<file path="src/rtl/branch_predictor_if.sv">
// Fetch lookup and resolve-update bundle for the branch predictor.
// Stats outputs exist only when BP_STATS_EN is defined.
interface branch_predictor_if;
  logic [31:0] pc_i;
  logic        pred_taken_o;
  logic [31:0] pred_target_o;
  logic        upd_valid_i;
  logic [31:0] upd_pc_i;
  logic        upd_taken_i;
  logic [31:0] upd_target_i;
  logic        upd_pred_taken_i;
  logic [31:0] upd_pred_target_i;
  logic        mispredict_o;
`ifdef BP_STATS_EN
  logic [15:0] branch_cnt_o;
  logic [15:0] mispred_cnt_o;

  modport master (
    output pc_i, upd_valid_i, upd_pc_i, upd_taken_i,
    output upd_target_i, upd_pred_taken_i, upd_pred_target_i,
    input  pred_taken_o, pred_target_o, mispredict_o,
    input  branch_cnt_o, mispred_cnt_o
  );

  modport slave (
    input  pc_i, upd_valid_i, upd_pc_i, upd_taken_i,
    input  upd_target_i, upd_pred_taken_i, upd_pred_target_i,
    output pred_taken_o, pred_target_o, mispredict_o,
    output branch_cnt_o, mispred_cnt_o
  );
`else
  modport master (
    output pc_i, upd_valid_i, upd_pc_i, upd_taken_i,
    output upd_target_i, upd_pred_taken_i, upd_pred_target_i,
    input  pred_taken_o, pred_target_o, mispredict_o
  );

  modport slave (
    input  pc_i, upd_valid_i, upd_pc_i, upd_taken_i,
    input  upd_target_i, upd_pred_taken_i, upd_pred_target_i,
    output pred_taken_o, pred_target_o, mispredict_o
  );
`endif
endinterface

</file>
<file path="src/rtl/branch_predictor.sv">
// Direct-mapped BTB with 2-bit counters, combinational lookup.
// Optional stats counters enabled by macro BP_STATS_EN.
module branch_predictor #(
  parameter int IDX_W = 4
) (
  input logic clk_i,
  input logic rst_i,
  branch_predictor_if.slave bp
);
  localparam int N     = 1 << IDX_W;
  localparam int TAG_W = 30 - IDX_W;

  logic             valid_q [N];
  logic [TAG_W-1:0] tag_q   [N];
  logic [31:0]      tgt_q   [N];
  logic [1:0]       ctr_q   [N];

  logic [IDX_W-1:0] rd_idx, wr_idx;
  logic [TAG_W-1:0] rd_tag, wr_tag;
  logic             rd_hit, wr_hit;
  logic             pred_taken;
  logic [1:0]       ctr_d;
  logic             mispredict_q, mispredict_d;

  assign rd_idx = bp.pc_i[IDX_W+1:2];
  assign rd_tag = bp.pc_i[31:IDX_W+2];
  assign rd_hit = valid_q[rd_idx] && (tag_q[rd_idx] == rd_tag);

  assign pred_taken       = rd_hit && ctr_q[rd_idx][1];
  assign bp.pred_taken_o  = pred_taken;
  assign bp.pred_target_o = pred_taken ? tgt_q[rd_idx]
                                       : bp.pc_i + 32'd4;

  assign wr_idx = bp.upd_pc_i[IDX_W+1:2];
  assign wr_tag = bp.upd_pc_i[31:IDX_W+2];
  assign wr_hit = valid_q[wr_idx] && (tag_q[wr_idx] == wr_tag);

  // Saturating counter step for the entry being resolved
  always_comb begin
    ctr_d = ctr_q[wr_idx];
    if (bp.upd_taken_i && ctr_q[wr_idx] != 2'b11)
      ctr_d = ctr_q[wr_idx] + 2'b01;
    else if (!bp.upd_taken_i && ctr_q[wr_idx] != 2'b00)
      ctr_d = ctr_q[wr_idx] - 2'b01;
  end

  // Direction or target disagreement with what fetch assumed
  always_comb begin
    mispredict_d = 1'b0;
    if (bp.upd_valid_i)
      mispredict_d =
        (bp.upd_taken_i != bp.upd_pred_taken_i) ||
        (bp.upd_taken_i && bp.upd_pred_taken_i &&
         bp.upd_target_i != bp.upd_pred_target_i);
  end

  // Table update: train on hit, allocate only on taken miss
  always_ff @(posedge clk_i) begin
    if (rst_i) begin
      for (int i = 0; i < N; i++) begin
        valid_q[i] <= 1'b0;
        tag_q[i]   <= '0;
        tgt_q[i]   <= '0;
        ctr_q[i]   <= 2'b01;
      end
    end else if (bp.upd_valid_i) begin
      if (wr_hit) begin
        ctr_q[wr_idx] <= ctr_d;
        if (bp.upd_taken_i)
          tgt_q[wr_idx] <= bp.upd_target_i;
      end else if (bp.upd_taken_i) begin
        valid_q[wr_idx] <= 1'b1;
        tag_q[wr_idx]   <= wr_tag;
        tgt_q[wr_idx]   <= bp.upd_target_i;
        ctr_q[wr_idx]   <= 2'b10;
      end
    end
  end

  // One-cycle redirect pulse per mispredicted update
  always_ff @(posedge clk_i) begin
    if (rst_i) mispredict_q <= 1'b0;
    else       mispredict_q <= mispredict_d;
  end

  assign bp.mispredict_o = mispredict_q;

`ifdef BP_STATS_EN
  logic [15:0] branch_cnt_q, mispred_cnt_q;

  // Saturating resolved-branch and mispredict counters
  always_ff @(posedge clk_i) begin
    if (rst_i) begin
      branch_cnt_q  <= '0;
      mispred_cnt_q <= '0;
    end else if (bp.upd_valid_i) begin
      if (branch_cnt_q != 16'hFFFF)
        branch_cnt_q <= branch_cnt_q + 16'd1;
      if (mispredict_d && mispred_cnt_q != 16'hFFFF)
        mispred_cnt_q <= mispred_cnt_q + 16'd1;
    end
  end

  assign bp.branch_cnt_o  = branch_cnt_q;
  assign bp.mispred_cnt_o = mispred_cnt_q;
`endif
endmodule

</file>
<file path="src/flat_wrapper.sv">
// flat-port wrapper written by rule: the top's interface ports become plain ports
module branch_predictor_flat 
#(
  parameter int IDX_W = 4
)
  (clk_i, rst_i, bp_pc_i, bp_upd_valid_i, bp_upd_pc_i, bp_upd_taken_i, bp_upd_target_i, bp_upd_pred_taken_i, bp_upd_pred_target_i, bp_pred_taken_o, bp_pred_target_o, bp_mispredict_o);
  branch_predictor_if bp_i ();
  input logic clk_i;
  input logic rst_i;
  input wire logic [$bits(bp_i.pc_i)-1:0] bp_pc_i;
  input wire logic [$bits(bp_i.upd_valid_i)-1:0] bp_upd_valid_i;
  input wire logic [$bits(bp_i.upd_pc_i)-1:0] bp_upd_pc_i;
  input wire logic [$bits(bp_i.upd_taken_i)-1:0] bp_upd_taken_i;
  input wire logic [$bits(bp_i.upd_target_i)-1:0] bp_upd_target_i;
  input wire logic [$bits(bp_i.upd_pred_taken_i)-1:0] bp_upd_pred_taken_i;
  input wire logic [$bits(bp_i.upd_pred_target_i)-1:0] bp_upd_pred_target_i;
  output wire logic [$bits(bp_i.pred_taken_o)-1:0] bp_pred_taken_o;
  output wire logic [$bits(bp_i.pred_target_o)-1:0] bp_pred_target_o;
  output wire logic [$bits(bp_i.mispredict_o)-1:0] bp_mispredict_o;
  assign bp_i.pc_i = bp_pc_i;
  assign bp_i.upd_valid_i = bp_upd_valid_i;
  assign bp_i.upd_pc_i = bp_upd_pc_i;
  assign bp_i.upd_taken_i = bp_upd_taken_i;
  assign bp_i.upd_target_i = bp_upd_target_i;
  assign bp_i.upd_pred_taken_i = bp_upd_pred_taken_i;
  assign bp_i.upd_pred_target_i = bp_upd_pred_target_i;
  assign bp_pred_taken_o = bp_i.pred_taken_o;
  assign bp_pred_target_o = bp_i.pred_target_o;
  assign bp_mispredict_o = bp_i.mispredict_o;
  branch_predictor #(.IDX_W(IDX_W)) u_core (.clk_i(clk_i), .rst_i(rst_i), .bp(bp_i));
endmodule
</file>
<file path="config.mk">
export PLATFORM = sky130hd
export DESIGN_NAME = branch_predictor_flat
export DESIGN_NICKNAME = d
export VERILOG_FILES = /design/src/rtl/branch_predictor_if.sv /design/src/rtl/branch_predictor.sv /design/src/flat_wrapper.sv
export SDC_FILE = /design/constraint.sdc
export NUM_CORES = 2
export LEC_CHECK = 0
export CAP_MARGIN = 0
export CORE_MARGIN = 3
export CORE_UTILIZATION = 62
export DETAILED_ROUTE_END_ITERATION = 10
export PLACE_DENSITY_LB_ADDON = 0.1
export SYNTH_ARGS = -nofsm -noshare
export SYNTH_HDL_FRONTEND = slang
export SYNTH_SLANG_ARGS = --single-unit
</file>
<file path="constraint.sdc">
create_clock -name clk_i -period 5.7 [get_ports clk_i]
set_input_delay 1.14 -clock clk_i [delete_from_list [all_inputs] [get_ports clk_i]]
set_output_delay 1.14 -clock clk_i [all_outputs]
set_load 0.01 [all_outputs]
</file>
==> flow_metrics.tcl <==
set metrics [dict create \
    status "complete, no violations" \
    tightest_slew_ns 1.282 \
    fmax_ghz 0.1775 \
    period_minus_slack_ns 5.633 \
    synth.distinct_cells 60 \
    rsz0062_at_grt "false" \
    clock_path_buffers 3 \
    synthFlopType "edfxtp_1" \
    drive_gt1_frac 0.2547 \
    ys_ff_latch 977 \
    cp.arrival_ns 4.49 \
    cpMostUsedCell "buf_12" \
    row_count 104 \
    worstHoldPathType "reg -> reg" \
    synth_fp_nets 3531 \
    path_class "in -> out" \
    setup_viol 0 \
    dp_hpwl_um 96960 \
    drt_iter0_markers 5833 \
    cts_sinks 977 \
    routed_wl_um 163900 \
    die-area_um2 85170 \
    viasPerCell 7.402 \
    p_per_area_nw_per_um2 290.0 \
    antenna_found_initial 9 \
    grt_first_pass_wirelength_um 235800 \
    yosysWarnings 0 \
    syn_inst 3394 \
    tns_ns 0 \
    startpoint_type "input pin" \
    initial_core_util 0.6279 \
    die_h_um 291.8 \
    synth_area_um2 50650 \
    io_pins 167 \
    cts-hold-fix-buffers 0 \
    fin_nets 3664 \
    peakVddDrop_mv 0.2669 \
    grt_start_max_net_pins 209 \
    die_w_um 291.8 \
    wirelength_met1_um 57840 \
    cp-end-kind "primary output" \
    syn2layout_area_growth_pct 15.18 \
    wl_per_cell_um 35.07 \
    slowest_stage "clkdlybuf4s50_1" \
    clk_pin_slew_ns 0.06 \
    crit_chain "clkdlybuf4s50_1 -> buf_12 -> clkinv_2 -> buf_12 -> mux2i_2 -> xnor2_1 -> buf_4 -> nand4_1 -> nor2_2 -> nand4_1 -> buf_12 -> mux2_2 -> clkdlybuf4s50_1" \
    grt_usage 0.3854 \
    syn_area_per_cell_um2 14.92 \
    drc 0 \
    finClkSkew_ns 0.04335 \
    top_layer_used "met5" \
    synth-seq-area-share 0.5758 \
    routed-via-count 34588 \
    gr-total-overflow 0 \
    cts_inserted_buffers 103 \
    ant_nets 0 \
    grt_pass1_vias 34571 \
    max-cap-violations 0 \
    worstPathRequired_ns 4.56 \
    timing.final.crit_share 0.9883 \
    maxSlewHeadroom 0.1455 \
    core_area_um2 80680 \
    ctsHtreeMaxLevel 3 \
    r2r_setup_slack_ns 1.68 \
    placed_area_um2 54590 \
    hold_viol_final 0 \
    power_leakage_nw 20.92 \
    clock-root-buffer "clkbuf_16" \
    cp_max_fo 16 \
    wl_met3_um 25110 \
    drt_pass1_iterations 6 \
    cp_slowest_stage_delay_ns 0.53 \
    slew_viol_final 0 \
    synth_edf_count 960 \
    synthArstFlopShare 0 \
    fillers 5047 \
    stdcell_area_um2 58340 \
    place.gp.congestion 0.8877 \
    insertion_delay_ns 0.69 \
    tritoncts "done" \
    io_buffers 164 \
    dr_wl_met2_um 73350 \
]
## metal layers
layer  vias up  track usage
met5         -            0
met2      3029       0.5687
met1     17352       0.5456
met3       501       0.1136
met4         2       0.1593
li1      13704            -
## report_power, final
group	internal, mW	switching, mW
combinational	0.942	1.15
sequential	8.27	0.158
clock	3.55	2.84
## synth_stat cells (11+ instances only)
cell type  count  area share
a21boi_0      16      0.0024
a21oi_1       12      0.0012
a221oi_1      11      0.0019
a22oi_1       11      0.0016
and2_1        70      0.0086
and3_1       455       0.056
buf_1         34      0.0025
buf_2         52      0.0051
buf_4         46      0.0068
clkbuf_1     276       0.020
dfxtp_1       17      0.0067
edfxtp_1     960        0.57
inv_1         25      0.0019
mux2_2        55       0.012
mux2i_1      102       0.020
mux4_2       355        0.16
nand2_1       56      0.0041
nand2b_1      26      0.0032
nand3_1       18      0.0018
nand4_1       28      0.0035
nor2_1        44      0.0033
nor2b_1       11      0.0014
nor3b_1      417       0.062
o21ai_0       32      0.0032
o21bai_1      16      0.0024
o22a_1        16      0.0028
o22ai_1       34      0.0042
xnor2_1       97       0.017
xor2_1        28      0.0048
## cells in the final DEF (no fill, tap or decap), drive strengths merged, types with 70 or more instances in the layout
cell type      instances
clkbuf               136
mux4                 355
nor3b                417
and2                  70
xnor2                 97
edfxtp               960
clkdlybuf4s50        135
and3                 455
mux2i                102
buf                  279
## cell type report
cell class                 instances  area [µm²]  area share
tap                             1060        1326     0.02273
clock inverter                    50       432.9    0.007420
multi-input combinational       1984       20170      0.3457
sequential                       977       29170      0.4999
clock buffer                     136        2723     0.04667
timing repair buffer             436        4417     0.07570
antenna                            5       12.51   0.0002145
inverter                          25       95.09    0.001630
## critical path: cells and delay by family
kind | cells | cell delay (ns)
XOR/XNOR | 1 | 0.17
multiplexers | 2 | 0.59
buffers and inverters | 7 | 1.98
AND/OR/NAND/NOR | 3 | 0.57
## registers in the layout, summed over array words and instances (netlist names)
name,cells
u_core.bp.mispredict_o,1
u_core.tag_q,416
u_core.valid_q,16
u_core.tgt_q,512
u_core.ctr_q,32
## per-stage QoR
| stage | cells | setup slack [ns] | hold WS, ns | util | power (mW) |
|---|---|---|---|---|---|
| global route | 4671 | 0.0001168 | 0.4968 | 0.7231 | 17.33 |
| global placement | 4456 | -0.2415 | 0.4600 | 0.6766 | 10.48 |
| floorplan | 3394 | 0.3267 | 0.4499 | - | 9.675 |
| CTS | 4654 | 0.003455 | 0.4774 | 0.7201 | 16.88 |
| detailed placement | 4456 | -0.2800 | 0.4697 | 0.6766 | 10.56 |
| finish | 4673 | 0.06664 | 0.4873 | 0.7232 | 16.92 |
## logic make-up (layout without fill, tap and decap cells)
group,Yosys count,count (layout),synth area share
flip-flops,977,977,0.5758
XOR/XNOR,125,125,0.02161
AO/OA/AOI/OAI,189,189,0.02685
AND/OR/NAND/NOR,1154,1154,0.1477
adder cells (fa/ha/maj),4,4,0.0009881
multiplexers,512,512,0.1902
other,0,5,0
buffers and inverters,433,647,0.03678
## worst paths after layout
check | start | to | cells after the start
hold reg to reg | u_core.valid_q[2] | u_core.valid_q[2] | 2
setup / recovery | bp_pc_i[5] | bp_pred_target_o[0] | 13
setup reg to reg | u_core.tag_q[15][9] | u_core.tag_q[6][0] | 10
hold / removal | u_core.valid_q[2] | u_core.valid_q[2] | 2
## timing repair
| action | CTS | global route |
|---|---|---|
| pin swaps | 4 | 3 |
| buffers inserted | 8 | 14 |
| setup endpoints to repair | 32 | 32 |
| gates cloned | 4 | 0 |
| resized for setup | 33 | 37 |
No activity file was read; power rests on OpenSTA's default activity.
